[src/rtl/aes32_cmac_msg_fmt.sv]
// CMAC message formatter: packs 32-bit message words into 128-bit blocks, pads and
// subkey-XORs the final block, and streams each block out as four words, MSW first.
module aes32_cmac_msg_fmt #(
   parameter int CNTW = 16
) (
   input  logic            CLK,
   input  logic            RST,
   input  logic            START,
   input  logic [127:0]    K1,
   input  logic [127:0]    K2,
   input  logic            IN_VALID,
   output logic            IN_READY,
   input  logic [31:0]     IN_DATA,
   input  logic            IN_LAST,
   input  logic [2:0]      IN_NBYTES,
   output logic            OUT_VALID,
   input  logic            OUT_READY,
   output logic [31:0]     OUT_DATA,
   output logic            OUT_SOB,
   output logic            OUT_LAST,
   output logic [CNTW-1:0] BLK_CNT,
   output logic            DONE
);

   typedef enum logic [1:0] {IDLE, FILL, PEND, EMIT} state_t;

   state_t          state_q, state_d;
   logic [127:0]    k1_q, k1_d, k2_q, k2_d, blk_q, blk_d;
   logic [1:0]      idx_q, idx_d, widx_q, widx_d;
   logic            fin_q, fin_d;
   logic [31:0]     la_data_q, la_data_d;
   logic            la_last_q, la_last_d;
   logic [2:0]      la_nb_q, la_nb_d;
   logic [CNTW-1:0] cnt_q, cnt_d;
   logic            done_q, done_d;
   logic            in_ready_q, in_ready_d;
   logic            out_valid_q, out_valid_d;
   logic [31:0]     out_data_q, out_data_d;
   logic            out_sob_q, out_sob_d;
   logic            out_last_q, out_last_d;

   logic            in_fire, out_fire;
   logic [2:0]      nb_eff;
   logic [4:0]      tot;
   logic [127:0]    wr_blk, la_blk;

   // Keep the first tot bytes, place 0x80 right after them, zero the rest.
   function automatic logic [127:0] pad_blk(input logic [127:0] b, input logic [4:0] n);
      logic [127:0] r;
      r = '0;
      for (int i = 0; i < 16; i++) begin
         if (5'(i) < n)
            r[127-8*i -: 8] = b[127-8*i -: 8];
         else if (5'(i) == n)
            r[127-8*i -: 8] = 8'h80;
      end
      return r;
   endfunction

   always_comb begin
      state_d   = state_q;
      k1_d      = k1_q;
      k2_d      = k2_q;
      blk_d     = blk_q;
      idx_d     = idx_q;
      widx_d    = widx_q;
      fin_d     = fin_q;
      la_data_d = la_data_q;
      la_last_d = la_last_q;
      la_nb_d   = la_nb_q;
      cnt_d     = cnt_q;
      done_d    = 1'b0;

      in_fire  = IN_VALID && in_ready_q;
      out_fire = out_valid_q && OUT_READY;

      // Non-final words always carry four bytes; out-of-range counts saturate at four.
      if (!IN_LAST || IN_NBYTES > 3'd4)
         nb_eff = 3'd4;
      else
         nb_eff = IN_NBYTES;
      tot = {1'b0, idx_q, 2'b00} + {2'b00, nb_eff};

      wr_blk = blk_q;
      wr_blk[127-32*int'(idx_q) -: 32] = IN_DATA;
      la_blk = {la_data_q, 96'b0};

      case (state_q)
         IDLE: begin
            if (START) begin
               k1_d      = K1;
               k2_d      = K2;
               blk_d     = '0;
               idx_d     = 2'd0;
               widx_d    = 2'd0;
               fin_d     = 1'b0;
               la_data_d = '0;
               la_last_d = 1'b0;
               la_nb_d   = 3'd0;
               cnt_d     = '0;
               state_d   = FILL;
            end
         end
         FILL: begin
            if (in_fire) begin
               if (IN_LAST) begin
                  if (nb_eff == 3'd4 && idx_q == 2'd3)
                     blk_d = wr_blk ^ k1_q;
                  else
                     blk_d = pad_blk(wr_blk, tot) ^ k2_q;
                  fin_d   = 1'b1;
                  widx_d  = 2'd0;
                  state_d = EMIT;
               end else begin
                  blk_d = wr_blk;
                  if (idx_q == 2'd3)
                     state_d = PEND;
                  else
                     idx_d = idx_q + 2'd1;
               end
            end
         end
         PEND: begin
            // One word of lookahead decides whether the full buffered block is the last.
            if (in_fire) begin
               la_data_d = IN_DATA;
               la_last_d = IN_LAST;
               la_nb_d   = nb_eff;
               widx_d    = 2'd0;
               state_d   = EMIT;
               if (IN_LAST && nb_eff == 3'd0) begin
                  blk_d = blk_q ^ k1_q;
                  fin_d = 1'b1;
               end else begin
                  fin_d = 1'b0;
               end
            end
         end
         EMIT: begin
            if (out_fire) begin
               widx_d = widx_q + 2'd1;
               if (widx_q == 2'd3) begin
                  cnt_d  = cnt_q + CNTW'(1);
                  widx_d = 2'd0;
                  if (fin_q) begin
                     done_d  = 1'b1;
                     state_d = IDLE;
                  end else if (la_last_q) begin
                     blk_d     = pad_blk(la_blk, {2'b00, la_nb_q}) ^ k2_q;
                     fin_d     = 1'b1;
                     la_last_d = 1'b0;
                  end else begin
                     blk_d   = la_blk;
                     idx_d   = 2'd1;
                     state_d = FILL;
                  end
               end
            end
         end
         default: state_d = IDLE;
      endcase

      // Outputs are derived from next-state values so they leave the flops cleanly.
      in_ready_d  = (state_d == FILL) || (state_d == PEND);
      out_valid_d = (state_d == EMIT);
      out_data_d  = out_valid_d ? blk_d[127-32*int'(widx_d) -: 32] : 32'h0;
      out_sob_d   = out_valid_d && (widx_d == 2'd0);
      out_last_d  = out_valid_d && fin_d;
   end

   always_ff @(posedge CLK) begin
      if (RST) begin
         state_q     <= IDLE;
         k1_q        <= '0;
         k2_q        <= '0;
         blk_q       <= '0;
         idx_q       <= 2'd0;
         widx_q      <= 2'd0;
         fin_q       <= 1'b0;
         la_data_q   <= '0;
         la_last_q   <= 1'b0;
         la_nb_q     <= 3'd0;
         cnt_q       <= '0;
         done_q      <= 1'b0;
         in_ready_q  <= 1'b0;
         out_valid_q <= 1'b0;
         out_data_q  <= '0;
         out_sob_q   <= 1'b0;
         out_last_q  <= 1'b0;
      end else begin
         state_q     <= state_d;
         k1_q        <= k1_d;
         k2_q        <= k2_d;
         blk_q       <= blk_d;
         idx_q       <= idx_d;
         widx_q      <= widx_d;
         fin_q       <= fin_d;
         la_data_q   <= la_data_d;
         la_last_q   <= la_last_d;
         la_nb_q     <= la_nb_d;
         cnt_q       <= cnt_d;
         done_q      <= done_d;
         in_ready_q  <= in_ready_d;
         out_valid_q <= out_valid_d;
         out_data_q  <= out_data_d;
         out_sob_q   <= out_sob_d;
         out_last_q  <= out_last_d;
      end
   end

   assign IN_READY  = in_ready_q;
   assign OUT_VALID = out_valid_q;
   assign OUT_DATA  = out_data_q;
   assign OUT_SOB   = out_sob_q;
   assign OUT_LAST  = out_last_q;
   assign BLK_CNT   = cnt_q;
   assign DONE      = done_q;

endmodule

[config.mk]
export PLATFORM = sky130hd
export DESIGN_NAME = aes32_cmac_msg_fmt
export DESIGN_NICKNAME = d
export VERILOG_FILES = /design/src/rtl/aes32_cmac_msg_fmt.sv
export SDC_FILE = /design/constraint.sdc
export NUM_CORES = 2
export LEC_CHECK = 0
export ABC_AREA = 0
export BUFFER_PORTS_ARGS = -buffer_cell sky130_fd_sc_hd__buf_2
export CORE_ASPECT_RATIO = 0.7
export CORE_MARGIN = 1.5
export CORE_UTILIZATION = 46
export DETAILED_ROUTE_END_ITERATION = 10
export HOLD_SLACK_MARGIN = 0.02
export PLACE_DENSITY_LB_ADDON = 0.12
export SLEW_MARGIN = 20
export SYNTH_ARGS = -nofsm -noshare
export SYNTH_HDL_FRONTEND = slang
export SYNTH_SLANG_ARGS = --single-unit
export TNS_END_PERCENT = 50
[constraint.sdc]
create_clock -name CLK -period 4.7 [get_ports CLK]
set_input_delay 0.47 -clock CLK [delete_from_list [all_inputs] [get_ports CLK]]
set_output_delay 0.47 -clock CLK [all_outputs]
set_load 0.02 [all_outputs]
==> impl_metrics.toml <==
[setup_path]
cp_slowest_cell = "dfxtp_2"
critPathTopFamily = "buffers and inverters"
start_kind = "flip-flop"
critPathBufInv = 2
r2r-start = "idx_q[0]"
critPathMaxStageDelay_ps = 760
endpoint = "OUT_DATA[19]"
path_cells = "ha_1 > buf_4 > and2_2 > buf_4 > nand3_1 > nor2_1 > a21oi_1 > a211oi_1 > mux2_2 > a211oi_2"
reg2reg_depth = 10
criticalPathCategory = "flip-flop to flip-flop"
crit_fanout = 25
cp-startpoint = "idx_q[0]"
worstReg2RegEnd = "OUT_DATA[19]"
endpoint_kind = "flip-flop"
cp_data_arrival_time_ps = 4440
rrSetupSlack_ps = 760
crit_cells = 10
cpMostUsedCell = "buf_4"
cp.required_ps = 5200

[grt]
met1_usage_pct = 58.9
grt_pass1_wl_mm = 224
grt_overflow_total = 0
antenna_found_initial = 10
grt_busiest_layer = "met1"
grt_use_met3_pct = 17.3
use_met2_pct = 54.7
gr-usage-all-layers_pct = 41.5
grt_max_degree = 177
grt_pass1_vias = 32700

[clocking]
h-tree-depth = 2
cts-root-buf = "clkbuf_16"
cts_resized = 0
clockBufferDepth = 3
cts.sinks = 480
cts_buffers = 52
cts_setup_buffers = 0
cts_tree = "done"
clk_pin_slew_worst_paths_ps = 60
cts_hold_buf = 0
clock_latency_ps = 660

[floorplan]
core-area_mm2 = 0.0698
dieHeight_um = 225
ioPinCount = 350
die_x_um = 320
start_util_pct = 46.5
die_area_mm2 = 0.0722
num_rows = 81

[sta]
finalCritPeriodShare_pct = 83.9
clock-skew-final_ps = 35.9
setup_viol = 0
worst_slew_pin_slew_ps = 1050
setup_tns_ps = 0
slew_headroom_pct = 30.1
fin_crit_ps = 3940
rsz0062_at_grt = "false"
slew_violations = 0
fmax_mhz = 254
hold_viol_final = 0

[hold_path]
hold_depth = 3
hp-class = "primary input to flip-flop"

[yosys]
seq_area_frac_synth_pct = 29.6
synth_top_flop_cell = "dfxtp_1"
synth_area_per_cell_um2 = 7.26
synth_cells = 4470
syn_nets = 4782
yosysMostFrequentCell = "nand2_1"
synth_edf_count = 0
synth_cell_type_count = 110
async_flop_share_pct = 0
synth_area_mm2 = 0.0324
ys_ff_latch = 480
synthTopCellsByCount = "nand2_1 (788), a21oi_1 (518), dfxtp_1 (480)"
synth_warnings = 0
synth_area_leader_cell = "dfxtp_1"
synth_top_cell_area_share_pct = 29.6
synthTopCellsByArea = "dfxtp_1 (30%), nand2_1 (9.1%), a21oi_1 (8.0%)"

[power]
power.leakage_nw = 13.6
power_density_mw_per_mm2 = 309
peakVddDrop_v = 0.000251
finalPower_mw = 11.3

[drt]
drcViolationCount = 0
vias = 37100
wl_mm = 156
ant_nets = 0
vias_per_cell = 6.65
wl_per_cell_um = 28.0
dr.pass1.iters = 7
drt-initial-drc-count = 6028

[placed_design]
port_buffers = 349
hpwlAfterDp_mm = 108
gp_congestion = 1.11
place_area_mm2 = 0.0350

[finish]
finalInstanceArea_mm2 = 0.0366
area_growth_pct = 12.9
fin_nets = 4935
drive_above_1_share_pct = 15.5

[job]
max_cap_violations = 0

[status]
outcome = "complete, no violations"
[sequential cells by signal, indices dropped and copies added, names as in the netlist]
register,flops
BLK_CNT,16
DONE,1
IN_READY,1
OUT_DATA,32
OUT_LAST,1
OUT_SOB,1
OUT_VALID,1
blk_q,128
fin_q,1
idx_q,2
k1_q,128
k2_q,128
la_data_q,32
la_last_q,1
la_nb_q,3
state_q,2
widx_q,2
[worst min path at each step]
stage,from,end
after floorplan,k2_q[61],k2_q[61]
after global placement,k1_q[54],k1_q[54]
after detailed placement,k1_q[51],k1_q[51]
after CTS,K1[102],k1_q[102]
after global routing,K1[78],k1_q[78]
final,K1[109],k1_q[109]
[worst reg2reg max path, stage by stage (launching register included)]
cell and delay [ps]:
dfxtp_2 760, ha_1 550, buf_4 400, and2_2 580, buf_4 430, nand3_1 120
nor2_1 110, a21oi_1 50, a211oi_1 330, mux2_2 380, a211oi_2 120
[layout by cell type (no fill, tap or decap), types with 52 or more instances in the layout]
cell type | netlist | final
o211ai_1 | 60 | 60
inv_1 | 103 | 103
a31oi_1 | 85 | 85
clkbuf_16 | 0 | 52
buf_4 | 21 | 147
xnor2_1 | 68 | 68
and3_1 | 62 | 59
nor3_1 | 67 | 66
xor2_1 | 75 | 75
nand3_1 | 155 | 155
nor2_1 | 240 | 239
a21oi_1 | 518 | 518
dfxtp_1 | 480 | 477
buf_2 | 106 | 347
mux2i_1 | 61 | 61
o21ai_0 | 273 | 273
a22oi_1 | 96 | 96
nand2_1 | 788 | 785
nor2b_1 | 99 | 97
[kinds of logic after synthesis]
group | Yosys count | share of synthesized area, %
compound gates | 1542 | 31.0
xor+xnor | 143 | 3.86
fa+ha+maj | 15 | 0.578
buf+inv | 513 | 6.82
flops | 480 | 29.6
mux | 99 | 3.20
simple gates | 1678 | 25.0
[through the flow]
stage               util (%)  worst slack, ps  cells  hold WS, ps
detailed placement      50.1              809   5482          465
CTS                     52.4              996   5577         35.5
global placement        50.1              897   5482          462
finish                  52.5              757   5578         51.8
floorplan                  -             1680   4470          449
global route            52.4              737   5577         66.4
[power by group]
part | internal (mW) | switching [mW]
clock network | 2.31 | 1.89
logic | 0.807 | 1.69
registers | 4.28 | 0.361
[final cells by class]
| type | count | area [µm²] |
|---|---|---|
| Fill cell | 6939 | 33200 |
| Timing Repair Buffer | 507 | 3090 |
| Sequential cell | 480 | 9620 |
| Clock buffer | 72 | 1440 |
| Antenna cell | 1 | 2.50 |
| Clock inverter | 23 | 225 |
| Multi-Input combinational cell | 3477 | 20700 |
| Tap cell | 913 | 1140 |
| Inverter | 105 | 394 |
[routing by layer]
metal | up-vias | part of all wire [%]
met1 | 17200 | 41
li1 | 16500 | -
met2 | 2947 | 37
met4 | 8 | 4.2
met3 | 429 | 17
met5 | - | 0.12
Power figures use the tool's default switching activity.
